File: src/rtl/la_pkg.sv
// Shared definitions for the logic-analyser capture datapath: default widths
// used by the capture engine and the DRAM packer, plus small sizing helpers.
package la_pkg;

    localparam int SAMPLE_W_DEF   = 32;
    localparam int DRAM_W_DEF     = 128;
    localparam int ADX_W_DEF      = 27;
    localparam int ADX_STEP_DEF   = 8;
    localparam int FIFO_DEPTH_DEF = 4;

    // Ceiling log2; clog2(1) = 0, clog2(4) = 2, clog2(5) = 3.
    function automatic int clog2(input int value);
        int result;
        result = 0;
        while ((1 << result) < value) begin
            result = result + 1;
        end
        return result;
    endfunction

    // Number of samples that fit in one DRAM word.
    function automatic int lanes(input int sample_w, input int dram_w);
        return dram_w / sample_w;
    endfunction

endpackage

File: src/rtl/sync_fifo.sv
// Single-clock FIFO with a registered occupancy count. Push and pop may occur
// in the same cycle; a push into a full FIFO is accepted only if a pop frees a
// slot on the same edge, otherwise the word is ignored.
module sync_fifo
    import la_pkg::*;
#(
    parameter int WIDTH = 8,
    parameter int DEPTH = 4
) (
    input  logic                        clk,
    input  logic                        reset,
    input  logic                        push_i,
    input  logic [WIDTH-1:0]            wdata_i,
    input  logic                        pop_i,
    output logic [WIDTH-1:0]            rdata_o,
    output logic                        empty_o,
    output logic                        full_o,
    output logic [clog2(DEPTH+1)-1:0]   count_o
);

    localparam int PTR_W = clog2(DEPTH);
    localparam int CNT_W = clog2(DEPTH + 1);

    logic [WIDTH-1:0] mem_q [DEPTH];
    logic [PTR_W-1:0] wr_ptr_q, rd_ptr_q;
    logic [CNT_W-1:0] count_q;
    logic             do_push, do_pop;

    assign empty_o = (count_q == '0);
    assign full_o  = (count_q == CNT_W'(DEPTH));
    assign count_o = count_q;
    assign rdata_o = mem_q[rd_ptr_q];

    assign do_pop  = pop_i && !empty_o;
    assign do_push = push_i && (!full_o || do_pop);

    // Pointer and occupancy registers; pointers wrap naturally (DEPTH is a power of 2).
    always_ff @(posedge clk) begin
        // NOTE: sequential state uses non-blocking assignments so every register
        // samples the pre-edge values regardless of statement order.
        if (reset) begin
            wr_ptr_q <= '0;
            rd_ptr_q <= '0;
            count_q  <= '0;
        end else begin
            if (do_push) wr_ptr_q <= wr_ptr_q + PTR_W'(1);
            if (do_pop)  rd_ptr_q <= rd_ptr_q + PTR_W'(1);
            case ({do_push, do_pop})
                2'b10:   count_q <= count_q + CNT_W'(1);
                2'b01:   count_q <= count_q - CNT_W'(1);
                default: count_q <= count_q;
            endcase
        end
    end

    // Storage array write port.
    always_ff @(posedge clk) begin
        // NOTE: the storage array is deliberately not reset; the count/empty flag
        // gates every use of its contents, and leaving it unreset lets it map to RAM.
        if (do_push) begin
            mem_q[wr_ptr_q] <= wdata_i;
        end
    end

endmodule

File: src/rtl/sample_packer.sv
// Packs SAMPLE_W-bit capture samples into DRAM_W-bit words, tags each word with
// a linear or ring-buffer DRAM address and queues it for the DDR interface.
module sample_packer
    import la_pkg::*;
#(
    parameter int SAMPLE_W   = SAMPLE_W_DEF,
    parameter int DRAM_W     = DRAM_W_DEF,
    parameter int ADX_W      = ADX_W_DEF,
    parameter int ADX_STEP   = ADX_STEP_DEF,
    parameter int FIFO_DEPTH = FIFO_DEPTH_DEF
) (
    input  logic                                        clk,
    input  logic                                        reset,
    input  logic                                        we,
    input  logic [SAMPLE_W-1:0]                         write_data,
    input  logic                                        flush,
    input  logic [ADX_W-1:0]                            base_adx,
    input  logic [ADX_W-1:0]                            wrap_words,
    input  logic                                        write_allowed,
    output logic [DRAM_W-1:0]                           dram_data,
    output logic [ADX_W-1:0]                            dram_adx,
    output logic                                        write_req,
    output logic                                        pageFull,
    output logic [clog2(lanes(SAMPLE_W, DRAM_W)+1)-1:0] last_lanes,
    output logic [31:0]                                 words_written,
    output logic                                        overflow
);

    localparam int LANES = lanes(SAMPLE_W, DRAM_W);
    localparam int LL_W  = clog2(LANES + 1);
    localparam int CNT_W = clog2(FIFO_DEPTH + 1);
    localparam int ENT_W = DRAM_W + ADX_W;

    localparam logic [LL_W-1:0] LAST_LANE  = LL_W'(LANES - 1);
    localparam logic [LL_W-1:0] FULL_LANES = LL_W'(LANES);

    // Packing state
    logic [LL_W-1:0]   lane_cnt_q, lane_cnt_d;
    logic [DRAM_W-1:0] acc_q, acc_d;
    // Address generator state
    logic [ADX_W-1:0]  adx_q, adx_d;
    logic [ADX_W-1:0]  base_q, base_d;
    logic [ADX_W-1:0]  wcnt_q, wcnt_d;
    // Status
    logic [LL_W-1:0]   last_lanes_q, last_lanes_d;
    logic [31:0]       words_q, words_d;
    logic              overflow_q, overflow_d;

    // Combinational helpers
    logic [DRAM_W-1:0] word_next;
    logic [LL_W-1:0]   lanes_after;
    logic              word_done, flush_push, push, idle;
    logic [ADX_W-1:0]  cur_adx, cur_base, cur_wcnt;

    // FIFO interface
    logic [ENT_W-1:0]  fifo_head;
    logic              fifo_empty, fifo_full;
    logic [CNT_W-1:0]  fifo_count;

    sync_fifo #(
        .WIDTH (ENT_W),
        .DEPTH (FIFO_DEPTH)
    ) u_fifo (
        .clk     (clk),
        .reset   (reset),
        .push_i  (push),
        .wdata_i ({cur_adx, word_next}),
        .pop_i   (write_req),
        .rdata_o (fifo_head),
        .empty_o (fifo_empty),
        .full_o  (fifo_full),
        .count_o (fifo_count)
    );

    // The reset cycle never issues a write, whatever the FIFO held before it.
    assign write_req     = !fifo_empty && write_allowed && !reset;
    assign pageFull      = (fifo_count >= CNT_W'(FIFO_DEPTH - 1));
    assign dram_data     = fifo_empty ? '0 : fifo_head[DRAM_W-1:0];
    assign dram_adx      = fifo_empty ? '0 : fifo_head[ENT_W-1:DRAM_W];
    assign last_lanes    = last_lanes_q;
    assign words_written = words_q;
    assign overflow      = overflow_q;

    // Lane packing, push decision, address generation and status next-state.
    always_comb begin
        // NOTE: every variable gets a default first so no path leaves one
        // unassigned, which would otherwise infer a latch.
        word_next    = acc_q;
        lanes_after  = lane_cnt_q + LL_W'(we);
        word_done    = we && (lane_cnt_q == LAST_LANE);
        flush_push   = flush && ((lane_cnt_q != '0) || we);
        push         = word_done || flush_push;
        idle         = (lane_cnt_q == '0) && fifo_empty;

        // While idle the generator follows base_adx so the next stream starts there.
        cur_adx      = idle ? base_adx : adx_q;
        cur_base     = idle ? base_adx : base_q;
        cur_wcnt     = idle ? '0 : wcnt_q;

        lane_cnt_d   = lane_cnt_q;
        acc_d        = acc_q;
        adx_d        = cur_adx;
        base_d       = cur_base;
        wcnt_d       = cur_wcnt;
        last_lanes_d = last_lanes_q;
        words_d      = words_q;
        overflow_d   = overflow_q;

        if (we) begin
            word_next[int'(lane_cnt_q) * SAMPLE_W +: SAMPLE_W] = write_data;
        end

        if (push) begin
            // Unfilled upper lanes of the accumulator are already zero.
            lane_cnt_d   = '0;
            acc_d        = '0;
            last_lanes_d = word_done ? FULL_LANES : lanes_after;
            if ((wrap_words != '0) && (cur_wcnt + ADX_W'(1) == wrap_words)) begin
                adx_d  = cur_base;
                wcnt_d = '0;
            end else begin
                adx_d  = cur_adx + ADX_W'(ADX_STEP);
                wcnt_d = cur_wcnt + ADX_W'(1);
            end
            // A full FIFO with no pop this edge drops the word; the address still moves on.
            if (fifo_full && !write_req) begin
                overflow_d = 1'b1;
            end
        end else if (we) begin
            lane_cnt_d = lanes_after;
            acc_d      = word_next;
        end

        if (write_req) begin
            words_d = words_q + 32'd1;
        end
    end

    // State registers with synchronous reset.
    always_ff @(posedge clk) begin
        if (reset) begin
            lane_cnt_q   <= '0;
            acc_q        <= '0;
            adx_q        <= base_adx;
            base_q       <= base_adx;
            wcnt_q       <= '0;
            last_lanes_q <= '0;
            words_q      <= '0;
            overflow_q   <= 1'b0;
        end else begin
            lane_cnt_q   <= lane_cnt_d;
            acc_q        <= acc_d;
            adx_q        <= adx_d;
            base_q       <= base_d;
            wcnt_q       <= wcnt_d;
            last_lanes_q <= last_lanes_d;
            words_q      <= words_d;
            overflow_q   <= overflow_d;
        end
    end

endmodule
File: config.mk
export PLATFORM = sky130hd
export DESIGN_NAME = sample_packer
export DESIGN_NICKNAME = d
export VERILOG_FILES = /design/src/rtl/la_pkg.sv /design/src/rtl/sync_fifo.sv /design/src/rtl/sample_packer.sv
export SDC_FILE = /design/constraint.sdc
export NUM_CORES = 1
export LEC_CHECK = 0
export ABC_AREA = 1
export CORE_ASPECT_RATIO = 1.25
export CORE_UTILIZATION = 48
export CTS_CLUSTER_SIZE = 40
export DETAILED_ROUTE_END_ITERATION = 10
export PLACE_DENSITY = 0.68
export SKIP_LAST_GASP = 1
export SLEW_MARGIN = 40
export SYNTH_ARGS = -nofsm -noshare
export SYNTH_HDL_FRONTEND = slang
export SYNTH_HIERARCHICAL = 1
export SYNTH_SLANG_ARGS = --single-unit
File: constraint.sdc
create_clock -name clk -period 29 [get_ports clk]
set_input_delay 4.35 -clock clk [delete_from_list [all_inputs] [get_ports clk]]
set_output_delay 4.35 -clock clk [all_outputs]
set_load 0.01 [all_outputs]
==> implementation parameters, run 1 <==
Parameter                              Value

Status
  Result of the run    completed

GRT
  Overflow left after global routing    0
  Pin count of the biggest net entering global routing    about 140
  Global-route wire length before repair    between 100000 and 150000 microns
  Antenna violations before repair    4
  Vias in the first global route    approximately 26000
  GRT Resource Usage Total    around 25%

Clock network
  Maximum buffer depth of the clock tree    3
  Source-to-sink clock delay at the later pin of the worst-skew pair    between 600 and 700 ps
  Number of H-tree levels    3
  Clock transition time at the flip-flop clock pins of the worst setup and hold paths    about 60 ps
  TritonCTS clock tree    yes
  Setup Fix Bufs, Post-CTS    0
  Clock net sink count    877
  Resized Gates After CTS    0
  CTS Root Cell    sky130_fd_sc_hd__clkbuf_16
  Hold-fix buffers at CTS    0
  Total CTS buffers    86

Timing
  Post-layout minimum cycle time    about 10000 ps
  Final hold viol count    0
  Post-Route Skew    23.29 ps
  Setup ws final    around 19000 ps
  Total negative setup slack    0 ps
  Count of final max-slew check failures    0
  Setup repair after global routing missed its margin    false
  Period utilisation layout    between 30% and 40%
  Tightest Pin Transition    880.3 ps
  Headroom to the max-slew limit    between 40% and 50%
  Highest clock frequency the design can meet    ~98 MHz
  Total setup violations reported at the end of the flow    0

Floorplan
  Number of core rows    approximately 110
  Die footprint    approximately 80000 sq um
  Boundary pin count    around 280
  Starting utilization of the core area    around half
  Die width    between 200 and 300 microns
  Area of the core region    approximately 78000 sq um
  Die Height    around 320 microns

Setup path
  Launch point of the critical path    reset
  Required arrival time at the worst endpoint    about 25000 ps
  Worst-case reg-to-reg path depth    17
  Worst Setup End Kind    primary output
  Delay contributed by the slowest stage of the critical path    520 ps
  CP max-delay cell    sky130_fd_sc_hd__clkdlybuf4s50_1
  Reg2Reg Launch Point    u_fifo/count_o[1]
  Setup slack of the most critical reg-to-reg path    23340 ps
  Capture instance of the worst register-to-register path    adx_q[8]
  Crit path cell chain    buf_4, nor2_1, nand2_1, inv_1, clkdlybuf4s50_1
  Data arrival time of the worst path    around 5800 ps
  Worst Setup Path Type    input pin to primary output
  Highest fanout seen on the critical path    55
  Worst setup SP type    input pin

Synthesis
  Fraction of registers with async set or reset after synthesis    0%
  Number of different library cells in the post-synthesis netlist    44
  Seq cells post-synth    roughly 880
  Ranking of synthesized cells by area    sky130_fd_sc_hd__edfxtp_1, sky130_fd_sc_hd__dfxtp_1, sky130_fd_sc_hd__nand2_1, sky130_fd_sc_hd__nor2_1, sky130_fd_sc_hd__inv_1
  Average footprint of a synthesized cell    9.514 sq um
  Post-synth net total    slightly above 4000
  Part of the Yosys area used for sequential elements    63.01%
  Number of enable flip-flop cells after synthesis    620
  Synthesized netlist cell count    around 4000
  Leading register cell type out of synthesis    sky130_fd_sc_hd__edfxtp_1
  Synth Cell Area    37710 sq um
  Top-area cell type share of the netlist area    roughly half
  Cell type contributing the most total cell area after synthesis    sky130_fd_sc_hd__edfxtp_1
  Total of warnings raised by yosys    6

Placement
  Number of placed cells counting well taps    a little over 5000
  GP Congestion    0.8711
  Port Buffers    between 200 and 300
  Worst slack, placed    about 19000 ps
  Post-detail-place hpwl    just under 60000 microns
  Cell Area, Placed    ~41000 sq um

Power
  Pleak    0.01717 uW
  IR drop worst, VDD    around 0.051 mV
  Power density over the cells    ~66 nW/um^2
  Total chip power    between 2000 and 3000 uW

Layout
  Relative area change from synthesis to final layout    17.57%
  Leading cell types in the layout, fill and taps excluded    sky130_fd_sc_hd__nand2_1, sky130_fd_sc_hd__nor2_1, sky130_fd_sc_hd__edfxtp_1, sky130_fd_sc_hd__inv_1, sky130_fd_sc_hd__clkdlybuf4s50_1
  Post-layout nets    4266
  Share of layout cells above drive strength 1    5.432%
  Filler Cell Count    roughly 6700
  Final std cell area, no fill    ~44000 sq um
  Most frequent standard cell in the layout excluding fill and tap cells    sky130_fd_sc_hd__nand2_1
  Final cell count without fillers    5279

Drt
  First-pass iteration count of the detailed router    8
  Average wire per standard cell    ~19 microns
  1st-iter DRT viols    between 1500 and 2000
  Number of DRC violations after detailed routing    0
  Routed wire length    about 98000 microns
  Number of antenna-violating nets in the routed design    0
  Number of vias after detailed routing    between 20000 and 30000
  DR vias/cell    approximately 5.3

Worst hold path
  Worst min-delay path class    register to register
  End of the worst hold path    last_lanes[0]
  Hold Path Cell Cnt    2
  Startpoint of the worst hold path    last_lanes[0]

Flow run
  Max Cap Violations    0
cell type report:
| cell class | count | area (sq um) | area share (%) |
|---|---|---|---|
| tap | 1044 | 1306 | 2.946 |
| clock inverter | 53 | 684.4 | 1.543 |
| antenna | 1 | 2.502 | 0.005643 |
| sequential | 877 | 23770 | 53.61 |
| clock buffer | 107 | 2333 | 5.262 |
| multi-input combinational | 2422 | 11330 | 25.54 |
| timing repair buffer | 317 | 3177 | 7.164 |
| inverter | 458 | 1742 | 3.928 |
worst max-delay path, delay by kind of cell:
| family | cells | cell delay (ps) |
|---|---|---|
| and+or+nand+nor | 2 | 300 |
| buffers and inverters | 3 | 1190 |
Yosys cell counts, drive strengths merged (36+ instances only):
cell,number
a21oi,114
buf,76
clkbuf,131
dfxtp,257
edfxtp,620
inv,456
nand2,690
nand3,166
nor2,692
o21a,36
o21ai,417
o22ai,155
flip-flops by register name, summed over array words and instances (netlist names), named ones only:
name             count
acc_q              128
adx_q               27
base_q              27
lane_cnt_q           3
last_lanes           3
overflow             1
u_fifo/count_o       3
u_fifo/mem_q       620
u_fifo/rd_ptr_q      2
u_fifo/wr_ptr_q      2
wcnt_q              27
words_written       32
worst max-delay path by stage:
stage,slack (ps),to
after CTS,18770,write_req
after global routing,18700,write_req
after floorplan,16500,u_fifo/mem_q[0][0]
final,18810,write_req
after global placement,18820,write_req
after detailed placement,18780,write_req
per-layer routing:
| metal | vias up | GRT usage (%) | part of all wire (%) |
|---|---|---|---|
| met3 | 155 | 4.553 | 6.9 |
| met1 | 13300 | 30.57 | 41 |
| li1 | 13660 | - | - |
| met4 | 6 | 10.72 | 4.2 |
| met2 | 824 | 41.59 | 48 |
| met5 | - | 0 | 0.038 |
metrics by stage:
step	util [%]	hold WS, ps
global route	57.14	474.0
detailed placement	53.23	441.9
floorplan	-	411.5
global placement	53.13	428.6
finish	57.15	460.9
CTS	57.12	455.3
logic make-up (layout without fill, tap and decap cells):
kind of cell,count (synthesis),after routing,synth area share [%]
xor+xnor,42,42,1.231
fa+ha+maj,13,13,0.4512
simple gates,1628,1628,17.50
flops,877,877,63.01
compound gates,739,739,10.72
buf+inv,665,935,7.086
other cells,0,1,0
power by group:
group          switching [uW]  leakage (uW)  internal [uW]
registers                12.2       0.00785           1400
logic                     229       0.00785            120
clock network             485       0.00146            694
Note: power is estimated with default switching activity, not from simulation.
==> run 2, diff against run 1 <==
- clock period: 29 -> 10.67 ns (I/O delays scaled with it)
==> run 2 against run 1 <==
  * Critical path type is now register to primary output
  * Cell area about the same
  * Combinational power rose to 2.8 times the previous value
  * Worst setup slack worse by 14000 ps
  * Largest power group unchanged
  * Highest routed layer unchanged
  * Sequential power rose to 2.7 times the previous value
==> implementation parameters, run 2 (synthesized netlist as in run 1, its figures left out) <==
Parameter                              Value

Timing
  Highest clock frequency the design can meet    between 150 and 200 MHz
  Total setup violations reported at the end of the flow    0 (unchanged)
  Period utilisation layout    54.86%
  Total negative setup slack    0 ps (unchanged)
  Setup repair after global routing missed its margin    false
  Tightest Pin Transition    867.2 ps (-13.15 ps)
  Final hold viol count    0 (unchanged)
  Post-layout minimum cycle time    5854 ps
  Headroom to the max-slew limit    42.19% (+0.88 points)
  Post-Route Skew    26.55 ps (+3.261 ps)
  Setup ws final    4816 ps (-13990 ps)
  Count of final max-slew check failures    0 (unchanged)

Placement
  Port Buffers    283 (unchanged)
  GP Congestion    0.8627 (-0.96%)
  Post-detail-place hpwl    62310 microns (+5.5%)
  Cell Area, Placed    41390 sq um (+0.21%)
  Worst slack, placed    4738 ps (-14040 ps)
  Number of placed cells counting well taps    5123 (+0.098%)

Setup path
  Worst-case reg-to-reg path depth    22 (+5)
  Data arrival time of the worst path    4250 ps (-1590 ps)
  Required arrival time at the worst endpoint    9070 ps (-15580 ps)
  Worst setup SP type    register
  Worst Setup Path Type    register to primary output
  Worst Setup End Kind    primary output
  Capture instance of the worst register-to-register path    wcnt_q[2]
  Setup slack of the most critical reg-to-reg path    5450 ps (-17890 ps)
  Highest fanout seen on the critical path    102 (+85%)
  Critical Path End    dram_data[66]
  Reg2Reg Launch Point    u_fifo/count_o[1]

Flow run
  Max Cap Violations    0 (unchanged)

Layout
  Register ranked first by flip-flop count    u_fifo/mem_q
  Final cell count without fillers    5284 (+0.095%)
  Relative area change from synthesis to final layout    17.54% (about the same)
  Most frequent standard cell in the layout excluding fill and tap cells    sky130_fd_sc_hd__nand2_1
  Leading cell types in the layout, fill and taps excluded    sky130_fd_sc_hd__nand2_1, sky130_fd_sc_hd__nor2_1, sky130_fd_sc_hd__edfxtp_1, sky130_fd_sc_hd__inv_1, sky130_fd_sc_hd__clkdlybuf4s50_1
  Post-layout nets    4272 (+0.14%)
  Final std cell area, no fill    44330 sq um (about the same)
  Share of layout cells above drive strength 1    5.236% (-0.20 points)
  Number of inserted diodes    0 (-1)
  Largest register FFs    620 (unchanged)

Floorplan
  Boundary pin count    284 (unchanged)
  Die Height    315.4 microns (unchanged)
  Starting utilization of the core area    48.61% (unchanged)
  Die width    252.7 microns (unchanged)
  Number of core rows    114 (unchanged)
  Die footprint    79710 sq um (unchanged)
  Area of the core region    77590 sq um (unchanged)

Clock network
  Source-to-sink clock delay at the later pin of the worst-skew pair    650 ps (about the same)
  Total CTS buffers    86 (unchanged)
  TritonCTS clock tree    yes
  Hold-fix buffers at CTS    0 (unchanged)
  Clock net sink count    877 (unchanged)
  Clock transition time at the flip-flop clock pins of the worst setup and hold paths    60 ps (about the same)
  Setup Fix Bufs, Post-CTS    0 (unchanged)
  CTS Root Cell    sky130_fd_sc_hd__clkbuf_16
  Resized Gates After CTS    0 (unchanged)
  Number of H-tree levels    3 (unchanged)
  Maximum buffer depth of the clock tree    3 (unchanged)

Status
  Result of the run    completed

Power
  Total chip power    7903 uW (+170%)
  Pleak    0.01717 uW (about the same)
  IR drop worst, VDD    0.1163 mV (+130%)
  Power density over the cells    178.3 nW/um^2 (+170%)

Worst hold path
  Worst min-delay path class    register to register

Drt
  Metal2 WL    50000 microns (+5.3%)
  Total routed wire length on the met1 layer    41080 microns (+2.8%)
  1st-iter DRT viols    2438 (+22%)
  Average wire per standard cell    19.13 microns (+2.5%)
  Number of antenna-violating nets in the routed design    0 (unchanged)
  Number of vias after detailed routing    28300 (+1.3%)
  Highest signal layer in the routed design    met5
  Met3 routed WL    6707 microns (-1.7%)
  Routed wire length    101100 microns (+2.6%)
  Number of DRC violations after detailed routing    0 (unchanged)
  DR vias/cell    5.356 (+1.2%)
  First-pass iteration count of the detailed router    6 (-2)

GRT
  Pin count of the biggest net entering global routing    162 (+13%)
  Antenna violations before repair    2 (-2)
  Global-route wire length before repair    153200 microns (+2.8%)
  GRT Resource Usage Total    25.10% (+0.59 points)
  Overflow left after global routing    0 (unchanged)
  Vias in the first global route    26850 (+2.9%)
-- run 2: where the power goes --
part / switching, uW / internal [uW]
Sequential: 32.9 / 3800
Clock: 1290 / 1810
Combinational: 631 / 332
Total: 1960 / 5950
-- run 2: critical path: stages (launching register included) --
cell                              delay [ps]
sky130_fd_sc_hd__dfxtp_4                 800
sky130_fd_sc_hd__buf_4                   700
sky130_fd_sc_hd__buf_6                   630
sky130_fd_sc_hd__o21ai_0                 200
sky130_fd_sc_hd__o22ai_1                 230
sky130_fd_sc_hd__inv_1                    60
sky130_fd_sc_hd__nor2_1                  310
sky130_fd_sc_hd__clkdlybuf4s50_1         610
-- run 2: area by class of cell --
cell class                      count  area (sq um)
Clock inverter                     30         359.1
Multi-Input combinational cell   2422         11320
Fill cell                        6765         33270
Clock buffer                      130          2561
Inverter                          458          1744
Timing Repair Buffer              323          3267
Tap cell                         1044          1306
Sequential cell                   877         23770
-- run 2: worst min-delay path by stage --
stage	from	to	slack [ps]	cells after the start
after floorplan	u_fifo/rd_ptr_q[1]	register	410	1
after global placement	u_fifo/rd_ptr_q[1]	register	420	1
after detailed placement	u_fifo/rd_ptr_q[1]	register	430	1
after CTS	u_fifo/rd_ptr_q[1]	register	440	1
after global routing	acc_q[56]	acc_q[56]	490	2
final	u_fifo/rd_ptr_q[1]	register	440	1
-- run 2: through the flow --
step                utilization (%)  hold WS (ps)
finish                        57.13         441.4
global route                  57.13         485.6
CTS                           57.10         438.8
detailed placement            53.34         427.1
global placement              53.15         416.8
floorplan                         -         411.5
-- run 2: per-layer routing --
layer	up-vias	GRT usage, %
li1	13640	-
met1	13570	31.97
met2	945	43.55
met3	145	3.375
met4	4	9.353
met5	-	0
